--- src/rtl/rv32im_pkg.sv ---
// Shared RV32M encodings: funct3 opcodes and the mul/div FSM state encoding,
// also used by decode so both sides agree on the numbering.
package rv32im_pkg;

  typedef logic [2:0] funct3_t;

  localparam funct3_t F3_MUL    = 3'b000;
  localparam funct3_t F3_MULH   = 3'b001;
  localparam funct3_t F3_MULHSU = 3'b010;
  localparam funct3_t F3_MULHU  = 3'b011;
  localparam funct3_t F3_DIV    = 3'b100;
  localparam funct3_t F3_DIVU   = 3'b101;
  localparam funct3_t F3_REM    = 3'b110;
  localparam funct3_t F3_REMU   = 3'b111;

  localparam logic [1:0] ST_IDLE = 2'd0;
  localparam logic [1:0] ST_CALC = 2'd1;
  localparam logic [1:0] ST_FIX  = 2'd2;
  localparam logic [1:0] ST_DONE = 2'd3;

  typedef enum logic [1:0] {
    S_IDLE = ST_IDLE,
    S_CALC = ST_CALC,
    S_FIX  = ST_FIX,
    S_DONE = ST_DONE
  } state_e;

  function automatic logic is_div_op(funct3_t f);
    return f[2];
  endfunction

endpackage

--- src/rtl/rv32im_muldiv.sv ---
// Iterative RV32M multiply/divide unit: 32 shift-add or restoring-divide steps on
// operand magnitudes in one shared 64-bit accumulator, then a sign-fix cycle.
module rv32im_muldiv
  import rv32im_pkg::*;
#(
  parameter int unsigned XLEN = 32
) (
  input  logic            clk,
  input  logic            RESET,
  input  logic            start,
  input  funct3_t         funct3,
  input  logic [XLEN-1:0] rs1_val,
  input  logic [XLEN-1:0] rs2_val,
  input  logic [4:0]      rd_in,
  output logic            busy,
  output logic            done,
  output logic [XLEN-1:0] result,
  output logic [4:0]      rd_out
);

  localparam int unsigned     W2     = 2 * XLEN;
  localparam logic [5:0]      LAST   = 6'(XLEN - 1);
  localparam logic [XLEN-1:0] SMIN   = {1'b1, {(XLEN-1){1'b0}}};

  state_e          state_q, state_d;
  logic [5:0]      cnt_q, cnt_d;
  logic [W2-1:0]   acc_q, acc_d;
  logic [XLEN-1:0] opb_q, opb_d;
  funct3_t         f3_q, f3_d;
  logic [4:0]      rd_q, rd_d;
  logic            neg_q, neg_d;
  logic [XLEN-1:0] result_q, result_d;
  logic [4:0]      rd_out_q, rd_out_d;

  logic            a_signed, b_signed, a_neg, b_neg, neg_req;
  logic [XLEN-1:0] a_mag, b_mag;
  logic            div_zero, div_ovf;
  logic [XLEN:0]   mul_sum, div_rem, div_diff;
  logic [W2-1:0]   prod;
  logic [XLEN-1:0] div_raw, div_res;

  assign a_signed = !(funct3 == F3_MULHU || funct3 == F3_DIVU || funct3 == F3_REMU);
  assign b_signed = (funct3 == F3_MUL) || (funct3 == F3_MULH) ||
                    (funct3 == F3_DIV) || (funct3 == F3_REM);
  assign a_neg    = a_signed && rs1_val[XLEN-1];
  assign b_neg    = b_signed && rs2_val[XLEN-1];
  assign a_mag    = a_neg ? -rs1_val : rs1_val;
  assign b_mag    = b_neg ? -rs2_val : rs2_val;
  // Remainder follows the dividend's sign; every other result uses sign(a)^sign(b).
  assign neg_req  = (funct3 == F3_REM) ? a_neg : (a_neg ^ b_neg);
  assign div_zero = is_div_op(funct3) && (rs2_val == '0);
  assign div_ovf  = (funct3 == F3_DIV || funct3 == F3_REM) &&
                    (rs1_val == SMIN) && (rs2_val == '1);

  assign mul_sum  = {1'b0, acc_q[W2-1:XLEN]} + (acc_q[0] ? {1'b0, opb_q} : '0);
  assign div_rem  = acc_q[W2-1:XLEN-1];
  assign div_diff = div_rem - {1'b0, opb_q};

  assign prod     = neg_q ? -acc_q : acc_q;
  assign div_raw  = f3_q[1] ? acc_q[W2-1:XLEN] : acc_q[XLEN-1:0];
  assign div_res  = neg_q ? -div_raw : div_raw;

  always_comb begin
    state_d  = state_q;
    cnt_d    = cnt_q;
    acc_d    = acc_q;
    opb_d    = opb_q;
    f3_d     = f3_q;
    rd_d     = rd_q;
    neg_d    = neg_q;
    result_d = result_q;
    rd_out_d = rd_out_q;
    unique case (state_q)
      S_IDLE: begin
        if (start) begin
          f3_d  = funct3;
          rd_d  = rd_in;
          neg_d = neg_req;
          opb_d = b_mag;
          acc_d = {{XLEN{1'b0}}, a_mag};
          cnt_d = '0;
          if (div_zero) begin
            state_d  = S_DONE;
            result_d = funct3[1] ? rs1_val : '1;
            rd_out_d = rd_in;
          end else if (div_ovf) begin
            state_d  = S_DONE;
            result_d = funct3[1] ? '0 : SMIN;
            rd_out_d = rd_in;
          end else begin
            state_d = S_CALC;
          end
        end
      end
      S_CALC: begin
        if (is_div_op(f3_q)) begin
          // Hi half holds the partial remainder; trial subtract includes the bit shifted out.
          if (!div_diff[XLEN])
            acc_d = {div_diff[XLEN-1:0], acc_q[XLEN-2:0], 1'b1};
          else
            acc_d = {acc_q[W2-2:0], 1'b0};
        end else begin
          acc_d = {mul_sum, acc_q[XLEN-1:1]};
        end
        cnt_d = cnt_q + 6'd1;
        if (cnt_q == LAST) state_d = S_FIX;
      end
      S_FIX: begin
        if (is_div_op(f3_q))
          result_d = div_res;
        else
          result_d = (f3_q == F3_MUL) ? prod[XLEN-1:0] : prod[W2-1:XLEN];
        rd_out_d = rd_q;
        state_d  = S_DONE;
      end
      S_DONE: begin
        result_d = '0;
        rd_out_d = '0;
        state_d  = S_IDLE;
      end
      default: state_d = S_IDLE;
    endcase
  end

  always_ff @(posedge clk) begin
    if (RESET) begin
      state_q  <= S_IDLE;
      cnt_q    <= '0;
      acc_q    <= '0;
      opb_q    <= '0;
      f3_q     <= '0;
      rd_q     <= '0;
      neg_q    <= 1'b0;
      result_q <= '0;
      rd_out_q <= '0;
    end else begin
      state_q  <= state_d;
      cnt_q    <= cnt_d;
      acc_q    <= acc_d;
      opb_q    <= opb_d;
      f3_q     <= f3_d;
      rd_q     <= rd_d;
      neg_q    <= neg_d;
      result_q <= result_d;
      rd_out_q <= rd_out_d;
    end
  end

  assign busy   = (state_q != S_IDLE);
  assign done   = (state_q == S_DONE);
  assign result = result_q;
  assign rd_out = rd_out_q;

endmodule

--- config.mk ---
export PLATFORM = sky130hd
export DESIGN_NAME = rv32im_muldiv
export DESIGN_NICKNAME = d
export VERILOG_FILES = /design/src/rtl/rv32im_pkg.sv /design/src/rtl/rv32im_muldiv.sv
export SDC_FILE = /design/constraint.sdc
export NUM_CORES = 1
export LEC_CHECK = 0
export BUFFER_PORTS_ARGS = -buffer_cell sky130_fd_sc_hd__buf_2
export CAP_MARGIN = 5
export CORE_ASPECT_RATIO = 1.75
export CORE_MARGIN = 5
export CORE_UTILIZATION = 45
export CTS_BUF_LIST = sky130_fd_sc_hd__clkbuf_4 sky130_fd_sc_hd__clkbuf_8
export CTS_CLUSTER_SIZE = 20
export DETAILED_ROUTE_END_ITERATION = 7
export PLACE_DENSITY = 0.66
export SLEW_MARGIN = 15
export SYNTH_ARGS = -nofsm -noshare
export SYNTH_HDL_FRONTEND = slang
export SYNTH_SLANG_ARGS = --single-unit
--- constraint.sdc ---
create_clock -name clk -period 4 [get_ports clk]
set_input_delay 0.8 -clock clk [delete_from_list [all_inputs] [get_ports clk]]
set_output_delay 0.8 -clock clk [all_outputs]
set_load 0.02 [all_outputs]
## After elaboration in Yosys (flattened, before gate mapping)

Index checks and enable logic that the tools add are counted.

| word-level totals | value |
|---|---|
| bits in registers | 150 |
| input bits | 75 |
| output and inout bits | 39 |
| word-level logic and storage cells | 85 |

| cells by class | value |
|---|---|
| add/sub/neg operators | 7 |
| eq/ne operators | 15 |
| multiplexer cells | 30 |
| bitwise logic cells | 1 |
| reduce and logical (&&, ||, !) cells | 23 |

Operators with widths:

| operator | count |
|---|---|
| 32-bit two-way mux | 12 |
| 64-bit two-way mux | 4 |
| 64-bit one-hot mux with 2 select lines | 1 |
| 32-bit negation | 3 |
| 32-bit one-hot mux with 3 select lines | 1 |
| 32-bit equality test, second input constant | 2 |
| 64-bit negation | 1 |
| 32-bit by 32-bit adder with 33-bit output | 1 |
| 33-bit by 32-bit subtractor with 33-bit output | 1 |
| 32-bit logical NOT | 1 |
| 5-bit two-way mux | 3 |
| 5-bit one-hot mux with 3 select lines | 1 |
| 3-bit equality test, second input constant | 4 |
| 6-bit one-hot mux with 2 select lines | 1 |
| 2-bit two-way mux | 4 |
| 2-bit one-hot mux with 4 select lines | 1 |
| 6-bit by 1-bit adder with 6-bit output, second input constant | 1 |
| 6-bit by 5-bit equality test with 1-bit output, second input constant | 1 |
| 3-bit logical NOT | 2 |
| 1-bit logical OR | 6 |
| 6-bit two-way mux | 1 |
| 2-bit AND reduction | 3 |
| 1-bit logical AND | 5 |
| 2-bit equality test, second input constant | 2 |
| 12 further kinds | 14 |

## Depth between registers and ports, before layout

Gate-level depths: netlist of run 1.

| logic depth | value |
|---|---|
| word-level depth | 8 |
| depth in mapped cells | 15 |
| depth with buffers taken out | 13 |

## Worst setup path after synthesis of run 1

Ideal clock, no wire load.

| path | value |
|---|---|
| path kind | register to register |
| start | register f3_q[1] |
| end | register result_q[28] (netlist: result[28]) |
| library setup time | 91 ps |
| data arrival time | 3598 ps |
| required time | 3909 ps |
| setup slack | 311 ps |
| cell stages (with the launch flop) | 15 |
| period minus slack after synthesis | 3689 ps |
| path through | dfxtp_1 buf_2 buf_2 buf_2 buf_2 buf_2 mux2i_1 ha_1 o221ai_1 or2_1 or3_1 o41ai_1 xor2_1 o221ai_1 a311oi_1 |

| between the ends | value |
|---|---|
| word-level cells in the longest chain between the ends | 5 |

Ends and longest elaborated chain:

| what | RTL line | text |
|---|---|---|
| start: declaration | rv32im_muldiv.sv:29 | `funct3_t f3_q, f3_d;` |
| start signal: assignment | rv32im_muldiv.sv:131 | `f3_q <= '0;` |
| start signal: assignment | rv32im_muldiv.sv:141 | `f3_q <= f3_d;` |
| 32-bit two-way mux | rv32im_muldiv.sv:60 | `assign div_raw = f3_q[1] ? acc_q[W2-1:XLEN] : acc_q[XLEN-1:0];` |
| 32-bit negation | rv32im_muldiv.sv:61 | `assign div_res = neg_q ? -div_raw : div_raw;` |
| 32-bit two-way mux | rv32im_muldiv.sv:61 |  |
| 32-bit two-way mux * | rv32im_muldiv.sv:109 | `if (is_div_op(f3_q))` |
| 32-bit one-hot mux with 3 select lines * | rv32im_muldiv.sv:73 | `unique case (state_q)` |
| end signal: assignment | rv32im_muldiv.sv:144 | `result_q <= result_d;` |
| end: declaration | rv32im_muldiv.sv:32 | `logic [XLEN-1:0] result_q, result_d;` |

Every way passes the cells marked *; elsewhere a longest branch is shown, timed or not.
A chain may end at the register's enable or synchronous reset.

## Final worst setup path of run 1

| path | value |
|---|---|
| start | register acc_q[31] |
| end | register acc_q[42] |

| between the ends | value |
|---|---|
| word-level cells in the longest chain between the ends | 4 |

Ends and longest elaborated chain:

| what | RTL line | text |
|---|---|---|
| start: declaration | rv32im_muldiv.sv:27 | `logic [W2-1:0] acc_q, acc_d;` |
| start signal: assignment | rv32im_muldiv.sv:129 | `acc_q <= '0;` |
| start signal: assignment | rv32im_muldiv.sv:139 | `acc_q <= acc_d;` |
| 33-bit by 32-bit subtractor with 33-bit output | rv32im_muldiv.sv:57 | `assign div_diff = div_rem - {1'b0, opb_q};` |
| 64-bit two-way mux | rv32im_muldiv.sv:98 | `if (!div_diff[XLEN])` |
| 64-bit two-way mux | rv32im_muldiv.sv:96 | `if (is_div_op(f3_q)) begin` |
| 64-bit one-hot mux with 2 select lines | rv32im_muldiv.sv:73 |  |

Every way passes these cells.

==> results.toml, run 1 <==
[critical_path]
worstPathCellList = "inv_1, ha_1, fa_1, nand2b_1, a21oi_1, nor3_1, a2111o_1, a21o_1, nand4_1, buf_12, mux2_2, a221oi_1, nor3_1"
rr_worst_depth = 13
critPathMaxStageDelay_ns = 0.47
path_max_fanout = 39
path_class = "flop to flop"
cp-end-kind = "flop"
cp.required_ns = 4.38
cp_common_cell = "nor3_1"
critPathSlowestCell = "a2111o_1"
crit_arrival_ns = 4.13
startpoint_type = "flop"

[logic_synthesis]
synth_cells = 2201
synth.distinct_cells = 84
synth_warnings = 0
ys_seq_area_share_pct = 19.4
syn-num-nets = 2352
synth-edff-count = 0
synth_area_per_cell_um2 = 7.02
yosys_most_used_dff = "dfxtp_1"
synth_area_um2 = 15400
async_flop_share_pct = 0
ys_ff_latch = 150

[pwr]
ir_worst_vdd_mv = 0.422
p_seq_share_pct = 22.7
p_sw_w = 0.00521
p_per_area_nw_per_um2 = 562
clkPwrFrac_pct = 12.6
combPwrFrac_pct = 64.6
p_int_w = 0.00451
swShare_pct = 53.6
power.leakage_nw = 6.71

[die]
core_area_um2 = 33900
initial_core_util_pct = 45.6
num_rows = 89
dieArea_um2 = 38300
ios = 114
die_x_um = 150
fp.dieH_um = 255

[detailed_routing]
totalWireLength_mm = 66.0
vias = 17700
wire_per_inst_um = 24.0
ant_nets = 0
detail_route.iter0.violations = 1628
drcViolationCount = 0
viasPerCell = 6.44
drt_first_pass_iters = 8

[timing]
finalSetupTns_ns = 0
period_share_pct = 93.8
min_period_ns = 3.75
slew_viol_final = 0
final.setup_skew_ns = 0.0200
rsz0062_at_grt = "no"
setup_viol = 0
final_hold_viol_count = 0
slew_headroom_pct = 29.1
fmax_mhz = 267
tightest_slew_ns = 1.06

[finish]
nets = 2431
fill_cells = 3460
drive_gt1_share_pct = 13.5
design_area_um2 = 17300
area_growth_pct = 11.9

[clock_tree]
insertion_delay_ns = 0.51
postCtsSetupBuffers = 0
clockBufferDepth = 2
path_clk_slew_ns = 0.09
cts_resized = 0
cts.sinks = 150
cts-htree-levels = 4
clock-root-buffer = "clkbuf_8"
cts_tree = "yes"
cts_buffers = 17
cts.hold.buffers_added = 0

[placed_design]
placed_cell_area_um2 = 16900
hpwl_mm = 50.9
port_buffers = 113
gp_congestion = 1.01

[global_route]
grt_pass1_wl_mm = 98.9
grt_antenna_before_repair = 1
grt_max_degree = 79
grt_overflow = 0
grt_use_total_pct = 33.8
grt_pass1_vias = 16800

[flow_run]
maxCapViolations = 0

[worst_hold_path]
worstHoldPathType = "flop to flop"
min_path_cells = 2

[outcome]
status = "complete, no violations"
-- synthesized netlist by cell type (all sizes together), types with 28 or more instances --
cell type / instances / area [um^2]
mux2i: 71 / 711
ha: 74 / 926
clkbuf: 152 / 572
nor2: 249 / 935
dfxtp: 150 / 3000
nand2: 219 / 822
a21oi: 183 / 916
nand3: 41 / 210
xnor2: 96 / 841
a31oi: 28 / 175
o21ai: 146 / 734
nor3: 80 / 400
nand4: 31 / 194
o31ai: 29 / 218
a211oi: 54 / 405
xor2: 67 / 587
inv: 78 / 293
o211ai: 57 / 428
-- power groups by stage --
stage | registers, W | clock network [W] | logic, W
2_1_floorplan | 0.00212 | 0 | 0.00403
3_3_place_gp | 0.00223 | 0 | 0.00606
3_5_place_dp | 0.00223 | 0 | 0.00610
4_1_cts | 0.00220 | 0.00124 | 0.00613
5_1_grt | 0.00225 | 0.00130 | 0.00670
6_report | 0.00221 | 0.00123 | 0.00628
-- worst paths after layout --
path | from | end | slack [ns]
setup reg to reg | acc_q[31] | acc_q[42] | 0.25
hold reg to reg | opb_q[21] | opb_q[21] | 0.46
hold / removal | opb_q[21] | opb_q[21] | 0.46
setup / recovery | acc_q[31] | acc_q[42] | 0.25
-- layout by cell type, fill, tap and decap left out, types with 11 or more instances in the layout --
master,instances
clkbuf_8,17
a21oi_1,182
a211oi_1,54
nand4_1,31
nor3_1,79
nor4_1,21
and2_1,16
o41ai_1,14
buf_2,112
and3_1,11
xnor2_1,96
inv_1,78
o211ai_1,57
or3_1,20
a21o_1,26
a22oi_1,16
nand2_1,219
a311oi_1,13
nand2b_1,23
o31ai_1,29
dfxtp_1,147
o22ai_1,17
ha_1,73
o21ai_0,142
mux2i_1,71
buf_4,123
a31oi_1,28
nor3b_1,12
o21a_1,12
xor2_1,67
a221oi_1,12
nor2_1,248
nand3_1,40
-- metrics by stage --
step / std cells / total power [W] / setup WS (ns) / utilization, % / hold WS, ns
after floorplan: 2201 / 0.00615 / 0.311 / - / 0.432
after global placement: 2716 / 0.00829 / 0.297 / 50.0 / 0.443
after detailed placement: 2716 / 0.00833 / 0.216 / 50.0 / 0.446
after CTS: 2747 / 0.00957 / 0.277 / 51.1 / 0.458
after global routing: 2748 / 0.0102 / 0.0188 / 51.1 / 0.488
final: 2748 / 0.00972 / 0.249 / 51.1 / 0.456
-- cell type report --
type	count	area (um^2)	share of cell area, %
clock buffer	17	234	1.35
inverter	79	297	1.71
sequential	150	3010	17.4
clock inverter	14	143	0.825
multi-input combinational	1793	11500	66.4
antenna	1	2.50	0.0145
timing repair buffer	239	1560	9.04
tap	455	569	3.29
-- per-layer routing --
| metal | share of wire, % | track usage (%) | vias up |
|---|---|---|---|
| met3 | 5.6 | 4.11 | 303 |
| met2 | 50 | 59.0 | 810 |
| li1 | - | - | 8203 |
| met4 | 11 | 30.8 | 0 |
| met5 | 0 | 0 | - |
| met1 | 34 | 34.9 | 8369 |
-- flip-flops by register name, indices dropped and copies added (netlist names) --
signal	count
opb_q	32
acc_q	64
state_q	2
f3_q	3
neg_q	1
cnt_q	6
rd_out	5
rd_q	5
result	32
-- cell families (layout without fill, tap and decap cells) --
group,after synthesis,after routing,share of synthesized area (%)
AO/OA/AOI/OAI,698,698,29.4
XOR/XNOR,163,163,9.24
flip-flops,150,150,19.4
other,0,1,0
AND/OR/NAND/NOR,776,776,23.9
multiplexers,80,80,5.26
buffers and inverters,258,349,6.54
adder cells (fa/ha/maj),76,76,6.25
-- critical path, delay by kind of cell (launching register included) --
kind / cells / cell delay, ns
compound gates: 4 / 1.24
fa+ha+maj: 2 / 0.66
simple gates: 4 / 0.54
flops: 1 / 0.45
buf+inv: 2 / 0.36
mux: 1 / 0.36
No activity file was read; power rests on OpenSTA's default activity.
==> inputs of run 2 (changes only) <==
- CAP_MARGIN: 5 -> 20
- CTS_BUF_LIST: sky130_fd_sc_hd__clkbuf_4 sky130_fd_sc_hd__clkbuf_8 -> sky130_fd_sc_hd__clkbuf_16
- clock period: 4 -> 3.5 ns (I/O delays scaled with it)
==> results.toml, run 2 (same netlist as run 1, synthesis figures left out) <==
[critical_path]
path_class = "flop to flop"
critPathSlowestCell = "a2111o_1"
cp-end-kind = "flop"
critPathMaxStageDelay_ns = 0.48
cp.required_ns = 3.82
startpoint_type = "flop"
path_max_fanout = 6
r2r_slack_ns = 0.12
worstPathCellList = "inv_1, ha_1, fa_1, nand2b_1, a21oi_2, nor3_1, a2111o_1, a21o_1, nand4_1, buf_4, mux2_2, a221oi_1, nor3_1"
cp_common_cell = "nor3_1"
crit_arrival_ns = 3.70

[die]
num_rows = 89
fp.dieH_um = 255
initial_core_util_pct = 45.6
dieArea_um2 = 38300
core_area_um2 = 33900
die_x_um = 150
ios = 114

[clock_tree]
clockBufferDepth = 2
cts-htree-levels = 4
clock-root-buffer = "clkbuf_16"
cts.sinks = 150
cts.hold.buffers_added = 0
cts_buffers = 17
insertion_delay_ns = 0.47
cts_tree = "yes"
path_clk_slew_ns = 0.07

[timing]
setup_ws_ns = 0.121
final_hold_viol_count = 0
slew_viol_final = 0
min_period_ns = 3.38
period_share_pct = 96.6
finalSetupTns_ns = 0
final.setup_skew_ns = 0.0159
tightest_slew_ns = 0.898
fmax_mhz = 296
rsz0062_at_grt = "no"
setup_viol = 0
slew_headroom_pct = 39.7

[global_route]
grt_antenna_before_repair = 0
grt_max_degree = 79
grt_overflow = 0
grt_pass1_wl_mm = 101
grt_pass1_vias = 17500
grt_use_total_pct = 34.4

[pwr]
p_per_area_nw_per_um2 = 666
finalPower_w = 0.0121
p_int_w = 0.00593
swShare_pct = 50.9
power.leakage_nw = 7.15
combPwrFrac_pct = 63.5
p_sw_w = 0.00615
p_seq_share_pct = 20.1
ir_worst_vdd_mv = 0.441
clkPwrFrac_pct = 16.4

[finish]
seq_area_um2 = 3010
multiInputGateArea_um2 = 11600
utilization_pct = 53.5
nets = 2497
layout_commonest_cell = "nor2_1"
design_area_um2 = 18100
largest_reg_flops = 64
drive_gt1_share_pct = 16.6
fill_cells = 3424
largest_register = "acc_q"
area_growth_pct = 17.3
final_cell_mix = "nor2_1 (248), nand2_1 (219), buf_4 (188)"

[detailed_routing]
wire_per_inst_um = 23.8
viasPerCell = 6.44
ant_nets = 0
totalWireLength_mm = 67.1
drcViolationCount = 0
vias = 18100
drt_first_pass_iters = 6
detail_route.iter0.violations = 1831

[placed_design]
gp_congestion = 1.02
port_buffers = 113
hpwl_mm = 52.2
place_ws_ns = -0.295
placed_cell_area_um2 = 17400

[outcome]
status = "complete, no violations"

[flow_run]
maxCapViolations = 0

[worst_hold_path]
worstHoldPathType = "flop to flop"
## run 2: cell count changes in the layout (fill, tap and decap cells not counted), moves of 3 or more
| cell | before | now |
|---|---|---|
| a21oi_1 | 182 | 179 |
| buf_4 | 123 | 188 |
| clkbuf_8 | 17 | 0 |
| clkbuf_16 | 0 | 17 |
## run 2: metal layers
layer,GRT usage [%],up-vias,share of wire (%)
met5,0,-,0
met4,33.1,0,12
met3,4.15,357,5.4
met2,59.9,871,49
met1,34.8,8560,34
li1,-,8342,-
## run 2: critical path, delay by kind of cell, from the launching register on
kind                       cells  cell delay, ns
AOI/OAI and AO/OA              4            1.14
and+or+nand+nor                4            0.51
DFF                            1            0.33
buffers and inverters          2            0.24
muxes                          1            0.35
adders and majority gates      2            0.65
## run 2: worst paths after layout
check,startpoint,cells after the start,endpoint
min,opb_q[21],2,opb_q[21]
max,acc_q[31],13,acc_q[40]
max reg2reg,acc_q[31],13,acc_q[40]
min reg2reg,opb_q[21],2,opb_q[21]
## run 2: power groups by stage
| stage | sequential [W] | combinational (W) | clock [W] |
|---|---|---|---|
| final | 0.00243 | 0.00767 | 0.00198 |
| after global routing | 0.00246 | 0.00818 | 0.00206 |
| after CTS | 0.00242 | 0.00745 | 0.00201 |
| after detailed placement | 0.00245 | 0.00741 | 0 |
| after global placement | 0.00245 | 0.00736 | 0 |
| after floorplan | 0.00242 | 0.00461 | 0 |
## run 2: stage by stage
stage / cells / hold slack, ns
floorplan: 2201 / 0.432
global route: 2814 / 0.488
detailed placement: 2781 / 0.450
finish: 2815 / 0.463
CTS: 2813 / 0.461
global placement: 2781 / 0.441
## run 2: area by class of cell
class,count,area share [%]
multi-input cells,1793,63.8
flip-flops and latches,150,16.6
repair buffers,305,11.4
well taps,455,3.14
clock buffers,17,2.35
inverters,79,1.64
clock inverters,15,1.04
diodes,1,0.0138
## run 2: what timing repair did
action | CTS | global route
gates cloned | 0 | 0
gates resized for setup | 4 | 19
pin swaps | 0 | 2
buffers inserted | 0 | 1
setup endpoints to repair | 5 | 27
==> inputs of run 3 (changes only) <==
- ABC_AREA: not set -> 1
- clock period: 3.5 -> 4.4 ns (I/O delays scaled with it)
==> results.toml, run 3 <==
[clock_tree]
cts_buffers = 17
cts.sinks = 150
cts-htree-levels = 4
clockBufferDepth = 2
postCtsSetupBuffers = 0
cts_tree = "yes"
cts.hold.buffers_added = 0
cts_resized = 0
path_clk_slew_ns = 0.07
insertion_delay_ns = 0.48
clock-root-buffer = "clkbuf_16"

[critical_path]
critPathMaxStageDelay_ns = 0.49
worstPathCellList = "buf_4, nand2_1, inv_1, ha_1, a21oi_1, nor2_1, nor2_1, nand2_1, nand2_1, nand2_1, nand2_1, inv_1, o21ai_0, nand3_1, a21oi_1"
rr_worst_depth = 15
critPathSlowestCell = "o21ai_0"
startpoint_type = "flop"
path_class = "flop to flop"
cp-end-kind = "flop"
crit_arrival_ns = 3.79
cp_common_cell = "nand2_1"
path_max_fanout = 35
cp-startpoint = "acc_q[0]"
timing.rr.start = "acc_q[0]"
cp.required_ns = 4.80

[die]
die_x_um = 162
core_area_um2 = 39900
ios = 114
initial_core_util_pct = 45.5
num_rows = 97
fp.dieH_um = 276
dieArea_um2 = 44600

[finish]
n_antenna_cell = 0
largest_register = "acc_q"
final_cell_mix = "nand2_1 (921), inv_1 (473), nor2_1 (363)"
largest_reg_flops = 64
nets = 3535
drive_gt1_share_pct = 8.54
final_cells = 3891
fill_cells = 4450
area_growth_pct = 7.76
layout_commonest_cell = "nand2_1"

[outcome]
status = "complete, no violations"

[pwr]
p_per_area_nw_per_um2 = 684
combPwrFrac_pct = 69.2
power.leakage_nw = 9.82
ir_worst_vdd_mv = 0.323
p_int_w = 0.00536
p_sw_w = 0.00802
p_seq_share_pct = 19.0
clkPwrFrac_pct = 11.8
finalPower_w = 0.0134
swShare_pct = 59.9

[detailed_routing]
vias = 22500
totalWireLength_mm = 83.5
ant_nets = 0
drt_first_pass_iters = 6
drcViolationCount = 0
wl_met1_mm = 26.2
route.met2.wl_mm = 40.7
highest_layer = "met4"
dr_wl_met3_mm = 5.27
wire_per_inst_um = 21.5
detail_route.iter0.violations = 2372
viasPerCell = 5.78

[timing]
tightest_slew_ns = 1.08
hold_slack_ns = 0.445
setup_ws_ns = 1.01
period_share_pct = 77.0
slew_viol_final = 0
min_period_ns = 3.39
setup_viol = 0
rsz0062_at_grt = "no"
final_hold_viol_count = 0
final.setup_skew_ns = 0.0132
slew_headroom_pct = 27.8
fmax_mhz = 295
finalSetupTns_ns = 0

[worst_hold_path]
worstHoldStart = "rd_out[2]"
worstHoldPathType = "flop to flop"
min_path_cells = 2

[logic_synthesis]
ys_ff_latch = 150
synth_cells = 3349
ys_top_cells_by_count = "nand2_1 (921), inv_1 (476), nor2_1 (364)"
synth-edff-count = 0
synth.distinct_cells = 52
synth_top_cell_area_share_pct = 19.0
synth_warnings = 0
synth_area_um2 = 18200
synth_top_area_cell = "nand2_1"
yosysMostFrequentCell = "nand2_1"
synth_area_leaders = "nand2_1 (19%), dfxtp_1 (17%), nand3_1 (10%)"
ys_seq_area_share_pct = 16.5
syn-num-nets = 3500
yosys_most_used_dff = "dfxtp_1"
synth_area_per_cell_um2 = 5.42
async_flop_share_pct = 0

[placed_design]
place_ws_ns = 1.23
place_inst = 3859
port_buffers = 113
gp_congestion = 1.12
hpwl_mm = 64.8

[global_route]
grt_pass1_wl_mm = 122
grt_use_total_pct = 36.1
grt_pass1_vias = 21100
grt_overflow = 0
grt_antenna_before_repair = 0
grt_max_degree = 75

[flow_run]
maxCapViolations = 0
-- run 3: changes by cell type after synthesis, moves of 28 or more --
cell      previous run  this run
a211oi_1            54         3
a21oi_1            183       277
clkbuf_1           151        81
inv_1               78       476
mux2i_1             71         0
nand2_1            219       921
nand3_1             40       361
nor2_1             249       364
nor3_1              80        24
o211ai_1            57         9
o21ai_0            142       230
xnor2_1             96        15
xor2_1              67        39
-- run 3: worst paths after layout --
| kind | to | slack [ns] |
|---|---|---|
| min | rd_out[2] | 0.44 |
| min reg2reg | rd_out[2] | 0.44 |
| max reg2reg | acc_q[42] | 1.01 |
| max | acc_q[42] | 1.01 |
-- run 3: power groups by stage --
stage / logic [W] / clock network (W) / registers, W
final: 0.00925 / 0.00158 / 0.00255
after global routing: 0.0101 / 0.00163 / 0.00256
after CTS: 0.00897 / 0.00157 / 0.00250
after detailed placement: 0.00893 / 0 / 0.00253
after global placement: 0.00893 / 0 / 0.00253
after floorplan: 0.00637 / 0 / 0.00238
-- run 3: kinds of logic after synthesis --
group           Yosys count  share of synthesized area, %
compound gates          630                          18.9
xor+xnor                 54                          2.61
fa+ha+maj                76                          5.32
buf+inv                 634                          14.1
flops                   150                          16.5
simple gates           1805                          42.5
-- run 3: stage by stage --
stage | area (um^2) | utilization (%)
6_report | 19600 | 49.0
5_1_grt | 19600 | 49.0
4_1_cts | 19500 | 48.9
3_5_place_dp | 18900 | 47.5
3_3_place_gp | 18900 | 47.5
2_1_floorplan | 18200 | -
-- run 3: layer usage --
metal	vias to the layer above	GRT usage [%]
met3	496	6.63
li1	10900	-
met4	0	40.3
met2	1072	63.2
met5	-	0
met1	10000	32.8
-- run 3: critical path: cells and delay by family, from the launching register on --
kind,cells,cell delay [ns]
simple gates,8,0.88
flops,1,0.33
fa+ha+maj,1,0.35
buf+inv,3,0.72
compound gates,3,1.00
-- run 3: area by class of cell --
| class | count | area (um^2) | share of cell area [%] |
|---|---|---|---|
| Clock buffer | 17 | 425 | 2.17 |
| Clock inverter | 14 | 164 | 0.838 |
| Inverter | 503 | 1890 | 9.66 |
| Multi-Input combinational cell | 2565 | 12600 | 64.4 |
| Sequential cell | 150 | 3010 | 15.4 |
| Tap cell | 495 | 619 | 3.17 |
| Timing Repair Buffer | 147 | 851 | 4.35 |
